===== src/rtl/multi_scaler_if.sv =====
// multi_scaler_if: control, divisor-write and output bundle of the multi-channel
// clock scaler. clk_in and rst stay plain ports on the scaler itself.
// The tick vector exists only when MULTI_SCALER_TICK_EN is defined.
//
// Write handshake (valid/ready): a divisor write transfers on the rising clk_in
// edge where wr_valid && wr_ready are both high. The master may raise wr_valid
// at any time and must hold wr_sel/wr_data stable while wr_valid is high and
// wr_ready is low. wr_ready is a combinational function of wr_sel and the
// target channel's pending flag only; it never looks at wr_valid.
interface multi_scaler_if #(
  parameter int CHANNELS = 4,
  parameter int WIDTH    = 24
);
  localparam int SEL_W = (CHANNELS > 1) ? $clog2(CHANNELS) : 1;

  logic [CHANNELS-1:0] run;
  logic                sync;
  logic                wr_valid;
  logic [SEL_W-1:0]    wr_sel;
  logic [WIDTH-1:0]    wr_data;
  logic                wr_ready;
  logic [CHANNELS-1:0] clk_out;
`ifdef MULTI_SCALER_TICK_EN
  logic [CHANNELS-1:0] tick;
`endif

  modport master (
    output run, sync, wr_valid, wr_sel, wr_data,
`ifdef MULTI_SCALER_TICK_EN
    input  tick,
`endif
    input  wr_ready, clk_out
  );

  modport slave (
    input  run, sync, wr_valid, wr_sel, wr_data,
`ifdef MULTI_SCALER_TICK_EN
    output tick,
`endif
    output wr_ready, clk_out
  );
endinterface


===== src/rtl/multi_scaler.sv =====
// multi_scaler: CHANNELS independent square-wave generators from one clk_in.
// Each channel counts 0..div and toggles clk_out on the terminal count, giving
// a half-period of div+1 cycles. New divisors are staged in pend_div and only
// take effect at a half-period boundary, on a stopped cycle or on sync, so a
// running half-period is never cut short or stretched by a write.
// Optional feature macro: MULTI_SCALER_TICK_EN adds a one-cycle rising-edge
// strobe per channel (tick).
module multi_scaler #(
  parameter int          CHANNELS    = 4,
  parameter int          WIDTH       = 24,
  parameter int unsigned DEFAULT_DIV = 12000000
) (
  input  logic          clk_in,
  input  logic          rst,
  multi_scaler_if.slave bus
);
  localparam int SEL_W = (CHANNELS > 1) ? $clog2(CHANNELS) : 1;
  localparam logic [WIDTH-1:0] DIV_RST = WIDTH'(DEFAULT_DIV);

  logic [CHANNELS-1:0] pending_vec;
  logic                ready_c;
  logic                wr_accept;

  // Ready follows the addressed channel's pending flag; selects beyond the
  // last channel match nothing and stay ready so the write is swallowed.
  always_comb begin
    ready_c = 1'b1;
    for (int i = 0; i < CHANNELS; i++) begin
      if (bus.wr_sel == SEL_W'(i)) ready_c = !pending_vec[i];
    end
  end

  assign bus.wr_ready = ready_c;
  assign wr_accept    = bus.wr_valid && ready_c;

  for (genvar g = 0; g < CHANNELS; g++) begin : g_ch
    logic [WIDTH-1:0] counter;
    logic [WIDTH-1:0] div;
    logic [WIDTH-1:0] pend_div;
    logic             pending;
    logic             clk_q;
    logic             wr_hit;
    logic             terminal;
    logic             stop;
    logic             apply;

    assign wr_hit   = wr_accept && (bus.wr_sel == SEL_W'(g));
    assign terminal = (counter == div);
    // sync and a low run both force the channel back to its idle phase.
    assign stop     = bus.sync || !bus.run[g];
    // A staged divisor lands on any phase-restart or half-period boundary.
    assign apply    = pending && (stop || terminal);

    // Counter, output phase, active divisor and pending flag.
    always_ff @(posedge clk_in) begin
      if (rst) begin
        counter <= '0;
        clk_q   <= 1'b0;
        div     <= DIV_RST;
        pending <= 1'b0;
      end else begin
        if (stop) begin
          counter <= '0;
          clk_q   <= 1'b0;
        end else if (terminal) begin
          counter <= '0;
          clk_q   <= ~clk_q;
        end else begin
          counter <= counter + 1'b1;
        end
        if (apply) div <= pend_div;
        // wr_hit and apply are exclusive: a write needs pending low,
        // an apply needs it high.
        if (wr_hit)     pending <= 1'b1;
        else if (apply) pending <= 1'b0;
      end
    end

    // Staging register; its value is only consumed while pending is set.
    always_ff @(posedge clk_in) begin
      if (wr_hit) pend_div <= bus.wr_data;
    end

    assign pending_vec[g] = pending;
    assign bus.clk_out[g] = clk_q;

`ifdef MULTI_SCALER_TICK_EN
    logic tick_q;

    // Strobe lands in the first cycle clk_out reads 1 after a low phase.
    always_ff @(posedge clk_in) begin
      if (rst || stop) tick_q <= 1'b0;
      else             tick_q <= terminal && !clk_q;
    end

    assign bus.tick[g] = tick_q;
`endif
  end

endmodule

===== src/flat_wrapper.sv =====
// flat-port wrapper written by rule: the top's interface ports become plain ports
module multi_scaler_flat 
#(
  parameter int          CHANNELS    = 4,
  parameter int          WIDTH       = 24,
  parameter int unsigned DEFAULT_DIV = 12000000
)
  (clk_in, rst, bus_run, bus_sync, bus_wr_valid, bus_wr_sel, bus_wr_data, bus_wr_ready, bus_clk_out);
  multi_scaler_if #(.CHANNELS(CHANNELS), .WIDTH(WIDTH)) bus_i ();
  input  logic clk_in;
  input  logic rst;
  input wire logic [$bits(bus_i.run)-1:0] bus_run;
  input wire logic [$bits(bus_i.sync)-1:0] bus_sync;
  input wire logic [$bits(bus_i.wr_valid)-1:0] bus_wr_valid;
  input wire logic [$bits(bus_i.wr_sel)-1:0] bus_wr_sel;
  input wire logic [$bits(bus_i.wr_data)-1:0] bus_wr_data;
  output wire logic [$bits(bus_i.wr_ready)-1:0] bus_wr_ready;
  output wire logic [$bits(bus_i.clk_out)-1:0] bus_clk_out;
  assign bus_i.run = bus_run;
  assign bus_i.sync = bus_sync;
  assign bus_i.wr_valid = bus_wr_valid;
  assign bus_i.wr_sel = bus_wr_sel;
  assign bus_i.wr_data = bus_wr_data;
  assign bus_wr_ready = bus_i.wr_ready;
  assign bus_clk_out = bus_i.clk_out;
  multi_scaler #(.CHANNELS(CHANNELS), .WIDTH(WIDTH), .DEFAULT_DIV(DEFAULT_DIV)) u_core (.clk_in(clk_in), .rst(rst), .bus(bus_i));
endmodule

===== config.mk =====
export PLATFORM = sky130hd
export DESIGN_NAME = multi_scaler_flat
export DESIGN_NICKNAME = d
export VERILOG_FILES = /design/src/rtl/multi_scaler_if.sv /design/src/rtl/multi_scaler.sv /design/src/flat_wrapper.sv
export SDC_FILE = /design/constraint.sdc
export NUM_CORES = 1
export LEC_CHECK = 0
export BUFFER_PORTS_ARGS = -buffer_cell sky130_fd_sc_hd__buf_2
export CORE_ASPECT_RATIO = 0.6
export CORE_MARGIN = 1.5
export CORE_UTILIZATION = 62
export CTS_CLUSTER_SIZE = 8
export DETAILED_ROUTE_END_ITERATION = 16
export PLACE_DENSITY = 0.79
export SYNTH_ARGS = -nofsm -noshare
export SYNTH_HDL_FRONTEND = slang
export SYNTH_SLANG_ARGS = --single-unit

===== constraint.sdc =====
create_clock -name clk_in -period 2 [get_ports clk_in]
set_input_delay 0.5 -clock clk_in [delete_from_list [all_inputs] [get_ports clk_in]]
set_output_delay 0.5 -clock clk_in [all_outputs]
set_load 0.02 [all_outputs]

Word-level counts from Yosys, hierarchy flattened
Cells that the tools add are included.

operators by class
  reduce and logical (&&, ||, !) cells = 38
  eq/ne operators = 7
  add/subtract/negate cells = 4
  mux-type cells = 12
  bitwise operators = 4

operators with widths
  kind                   count
  $add 24x1->24 const B  4
  $eq 24x24->1           4
  $mux 1                 12
  $reduce_or 3->1        4
  $logic_and 1x1->1      9
  $logic_not 1->1        8
  $logic_or 1x1->1       8
  $reduce_bool 2->1      4
  $reduce_or 2->1        4
  $eq 2x2->1 const B     2
  $not 1->1              4
  $eq 2x1->1 const B     1
  $logic_not 2->1        1

word-level totals
  flip-flop bits (word level) = 296
  output and inout port bits = 5
  input port bits = 34

Logic depth before layout (Yosys ltp)
  word-level depth = 8
  mapped depth = 7
  depth with buffers taken out = 6

Least setup slack after synthesis
Ideal clock, no wire load.

  path kind = register -> register
  start point = register u_core.g_ch[1].counter[4]
  end point = register u_core.g_ch[1].div[10]
  path buffers = 2
  slack = 0.184 ns
  required time = 1.928 ns
  clock period less this slack = 1.816 ns
  arrival = 1.745 ns
  stages on the path, launching flop included = 8
  path through = dfxtp_1 clkbuf_1 xor2_1 nor4_1 nand4_1 o21ai_4 buf_6 mux2i_1

on the way
  word-level cells in the longest chain between the ends = 3

RTL lines
  element                   line                text
  start: declaration        multi_scaler.sv:37  logic [WIDTH-1:0] counter;
  start signal: assignment  multi_scaler.sv:69  counter <= counter + 1'b1;
  $eq 24x24->1              multi_scaler.sv:48  assign terminal = (counter == div);
  $logic_or 1x1->1          multi_scaler.sv:52  assign apply = pending && (stop || terminal);
  $logic_and 1x1->1         multi_scaler.sv:52
  end signal: assignment    multi_scaler.sv:71  if (apply) div <= pend_div;
  end: declaration          multi_scaler.sv:38  logic [WIDTH-1:0] div;

No other way between the ends.
A chain may end at the register's enable or synchronous reset.

Final worst setup path
  start point = register u_core.g_ch[3].div[0]
  end point = register u_core.g_ch[3].div[3]

on the way
  word-level cells in the longest chain between the ends = 3

RTL lines
  element                   line
  start: declaration        multi_scaler.sv:38
  start signal: assignment  multi_scaler.sv:71
  $eq 24x24->1              multi_scaler.sv:48
  $logic_or 1x1->1          multi_scaler.sv:52
  $logic_and 1x1->1         multi_scaler.sv:52

No other way between the ends.

==> flow_metrics.py <==
metrics = {
    "status": {
        "status": "complete, but fails checks",
        "violations": "setup timing",
    },
    "cts": {
        "clk_latency_ps": 530,
        "cts_tree": "yes",
        "root_buffer": "clkbuf_16",
        "cts_made_buffers": 42,
        "clk_pin_slew_ps": 50,
        "cts_max_level": 2,
        "clock_sinks": 296,
        "cts_buffer_depth": 3,
    },
    "setup_path": {
        "path_delay_family": "simple AND/OR/NAND/NOR gates",
        "path_class": "flop to flop",
        "r2r-end": "u_core.g_ch[3].div[3]$_SDFFE_PP0P_",
        "worstPathRequired_ps": 2430,
        "worstPathMaxFanout": 6,
        "arrival_ps": 2440,
        "r2r_slack_ps": -1,
        "rr_worst_depth": 7,
        "crit_slowest_cell": "nor4_2",
        "crit_cells": 7,
        "cpPeakStageDelay_ps": 350,
        "start_kind": "flop",
        "timing.rr.start": "u_core.g_ch[3].div[0]$_SDFFE_PP0P_",
        "critical_path_buf_inv_count": 2,
        "endpoint_kind": "flop",
        "worstSetupStartpoint": "u_core.g_ch[3].div[0]$_SDFFE_PP0P_",
        "cp_cell_sequence": "xor2_1 -> nor4_2 -> nand4_1 -> o31ai_4 -> buf_12 -> buf_12 -> mux2i_4",
        "critPathMostFrequentCell": "buf_12",
    },
    "logic_synthesis": {
        "async_flop_share_pct": 0,
        "yosysSeqAreaShare_pct": 54.9,
        "synthTopCellsByArea": "dfxtp_1 (32%), edfxtp_1 (23%), xor2_1 (8.4%)",
        "synth-edff-count": 96,
        "synth_top_family_by_area": "simple AND/OR/NAND/NOR gates",
        "synth-main-ff-cell": "dfxtp_1",
        "ys_seq_elements": 296,
        "yosysWarnings": 0,
        "synth_top_cell_by_area": "dfxtp_1",
        "avgSynthCellArea_um2": 10.7,
        "syn-instance-count": 1177,
        "synth_cell_types": 38,
        "synth_nets": 1215,
        "synth_compound_area_share_pct": 1.59,
        "synth_area_um2": 12600,
        "synth-xor-area-share_pct": 12.8,
        "synthSimpleGateAreaFrac_pct": 19.6,
        "synth_fa_ha_area_share_pct": 0.399,
        "synth_top_cell_area_share_pct": 31.9,
        "synthMuxAreaShare_pct": 7.74,
    },
    "grt": {
        "grt_pass1_wl_um": 44900,
        "antenna_found_initial": 0,
        "grt_use_total_pct": 27.3,
        "first_global_vias": 8410,
        "grt_overflow": 0,
        "grt_max_degree": 110,
    },
    "min_path": {
        "whs_endpoint": "u_core.g_ch[0].clk_q$_SDFFE_PP0N_",
        "min_path_cells": 3,
        "hp-class": "primary input to flop",
        "hold_start": "bus_run[0]",
    },
    "placement": {
        "hpwl_um": 18800,
        "place_area_um2": 13400,
        "gp_congestion": 0.840,
        "portBuffers": 38,
        "post-place-ws_ps": -28.4,
        "placed_cells": 1493,
    },
    "die": {
        "rows": 40,
        "initial_core_util_pct": 63.0,
        "die_y_um": 113,
        "core-area_um2": 19900,
        "fp.dieW_um": 187,
        "pin_count": 39,
        "die_area_um2": 21100,
    },
    "sta": {
        "skew_ps": 21.0,
        "tightest_slew_ps": 424,
        "setup_tns_ps": -1.34,
        "whs_ps": 239,
        "fin_crit_sh_pct": 100,
        "rsz0062_at_grt": "true",
        "setup_ws_ps": -1.34,
        "report.final.setup_viol": 1,
        "finalHoldViolCount": 0,
        "period_needed_ps": 2000,
        "max_freq_mhz": 500,
        "max_slew_margin_pct": 71.5,
        "finalMaxSlewViolations": 0,
    },
    "power": {
        "vdd_ir_drop_max_uv": 707,
        "powerDensity_nw_per_um2": 903,
        "leakage_nw": 5.23,
        "power.total_mw": 13.3,
    },
    "route": {
        "num_vias": 8705,
        "wirelength_um": 28800,
        "drcViolationCount": 0,
        "drt_iter0_drc": 730,
        "wl_per_cell_um": 18.3,
        "detail_route.first_pass.iterations": 7,
        "drt-vias-per-instance": 5.53,
        "detail-route-antenna-nets": 0,
    },
    "finish": {
        "final_util_pct": 74.0,
        "layout.cells.non_filler": 1573,
        "design_area_um2": 14700,
        "areaGrowthSynthToFinish_pct": 17.5,
        "drive_gt1_share_pct": 12.9,
        "nNetsFinal": 1311,
    },
    "run": {
        "drv_cap": 0,
    },
}
[sequential cells by signal (all words and copies together) (netlist names)]
register,cells
u_core.g_ch.counter,96
u_core.g_ch.clk_q,4
u_core.g_ch.pending,4
u_core.g_ch.div,96
u_core.g_ch.pend_div,96
[worst max path at each step]
stage | end | slack [ps]
after detailed placement | u_core.g_ch[3].div[20]$_SDFFE_PP1P_ | -30
after global placement | u_core.g_ch[2].div[8]$_SDFFE_PP1P_ | 80
final | u_core.g_ch[3].div[3]$_SDFFE_PP0P_ | -1
after floorplan | u_core.g_ch[1].div[10]$_SDFFE_PP0P_ | 180
after CTS | u_core.g_ch[3].div[3]$_SDFFE_PP0P_ | 10
after global routing | u_core.g_ch[3].div[13]$_SDFFE_PP0P_ | -110
[synthesized netlist by cell type (8+ instances only)]
cell type  instances
dfxtp_1          200
nor2_1           199
xor2_1           121
nand2b_1         113
edfxtp_1          96
mux2i_1           96
xnor2_1           63
nand3_1           37
nand2_1           34
nor4_1            34
clkbuf_1          30
inv_1             25
nor3_1            21
nand4_1           19
and3_1            11
and4_1            11
buf_2              8
buf_6              8
o21ai_0            8
or3_1              8
[cell families after synthesis]
kind of cell | Yosys count
simple gates | 493
flops | 296
xor+xnor | 184
mux | 97
buf+inv | 75
compound gates | 28
fa+ha+maj | 4
[layout by cell type, fill, tap and decap left out, types with 13 or more instances in the layout]
cell type and count:
nor2_1 199, inv_1 25, xor2_1 121, nor4_1 28
nand2_1 34, edfxtp_1 96, clkbuf_1 26, buf_2 37
nand4_1 19, buf_12 13, buf_4 49, nand2b_1 113
clkbuf_16 45, mux2i_1 95, nor3_1 21, xnor2_1 63
dfxtp_1 193, nand3_1 36
[final cells by class]
class	count	area [um2]
Tap cell	273	342
Antenna cell	1	2.50
Clock inverter	1	8.76
Sequential cell	296	6900
Timing Repair Buffer	102	875
Inverter	25	93.8
Clock buffer	69	1170
Multi-Input combinational cell	806	5360
Fill cell	1363	5170
[routing by layer]
layer	vias up	global-route usage [%]	share of wire (%)
met2	287	41.3	44
met1	4198	40.2	46
met3	52	5.02	7.9
li1	4168	-	-
met5	-	0	0
met4	0	8.12	1.8
[timing repair]
| item | CTS | global route |
|---|---|---|
| gates resized for setup | 4 | 13 |
| gates cloned | 0 | 3 |
| setup buffers | 4 | 2 |
| setup endpoints to repair | 27 | 124 |
| pin swaps | 3 | 7 |
| hold buffers | 0 | 0 |
[worst min-delay path, cell delays in order]
cell	delay (ps)
buf_2	120
nand2_1	70
a21oi_1	40
[power by group]
group	switching, mW	internal, mW	total (mW)
logic	0.309	0.198	0.508
clock network	2.48	3.95	6.43
registers	0.0526	6.33	6.38
No activity file was read; power rests on OpenSTA's default activity.
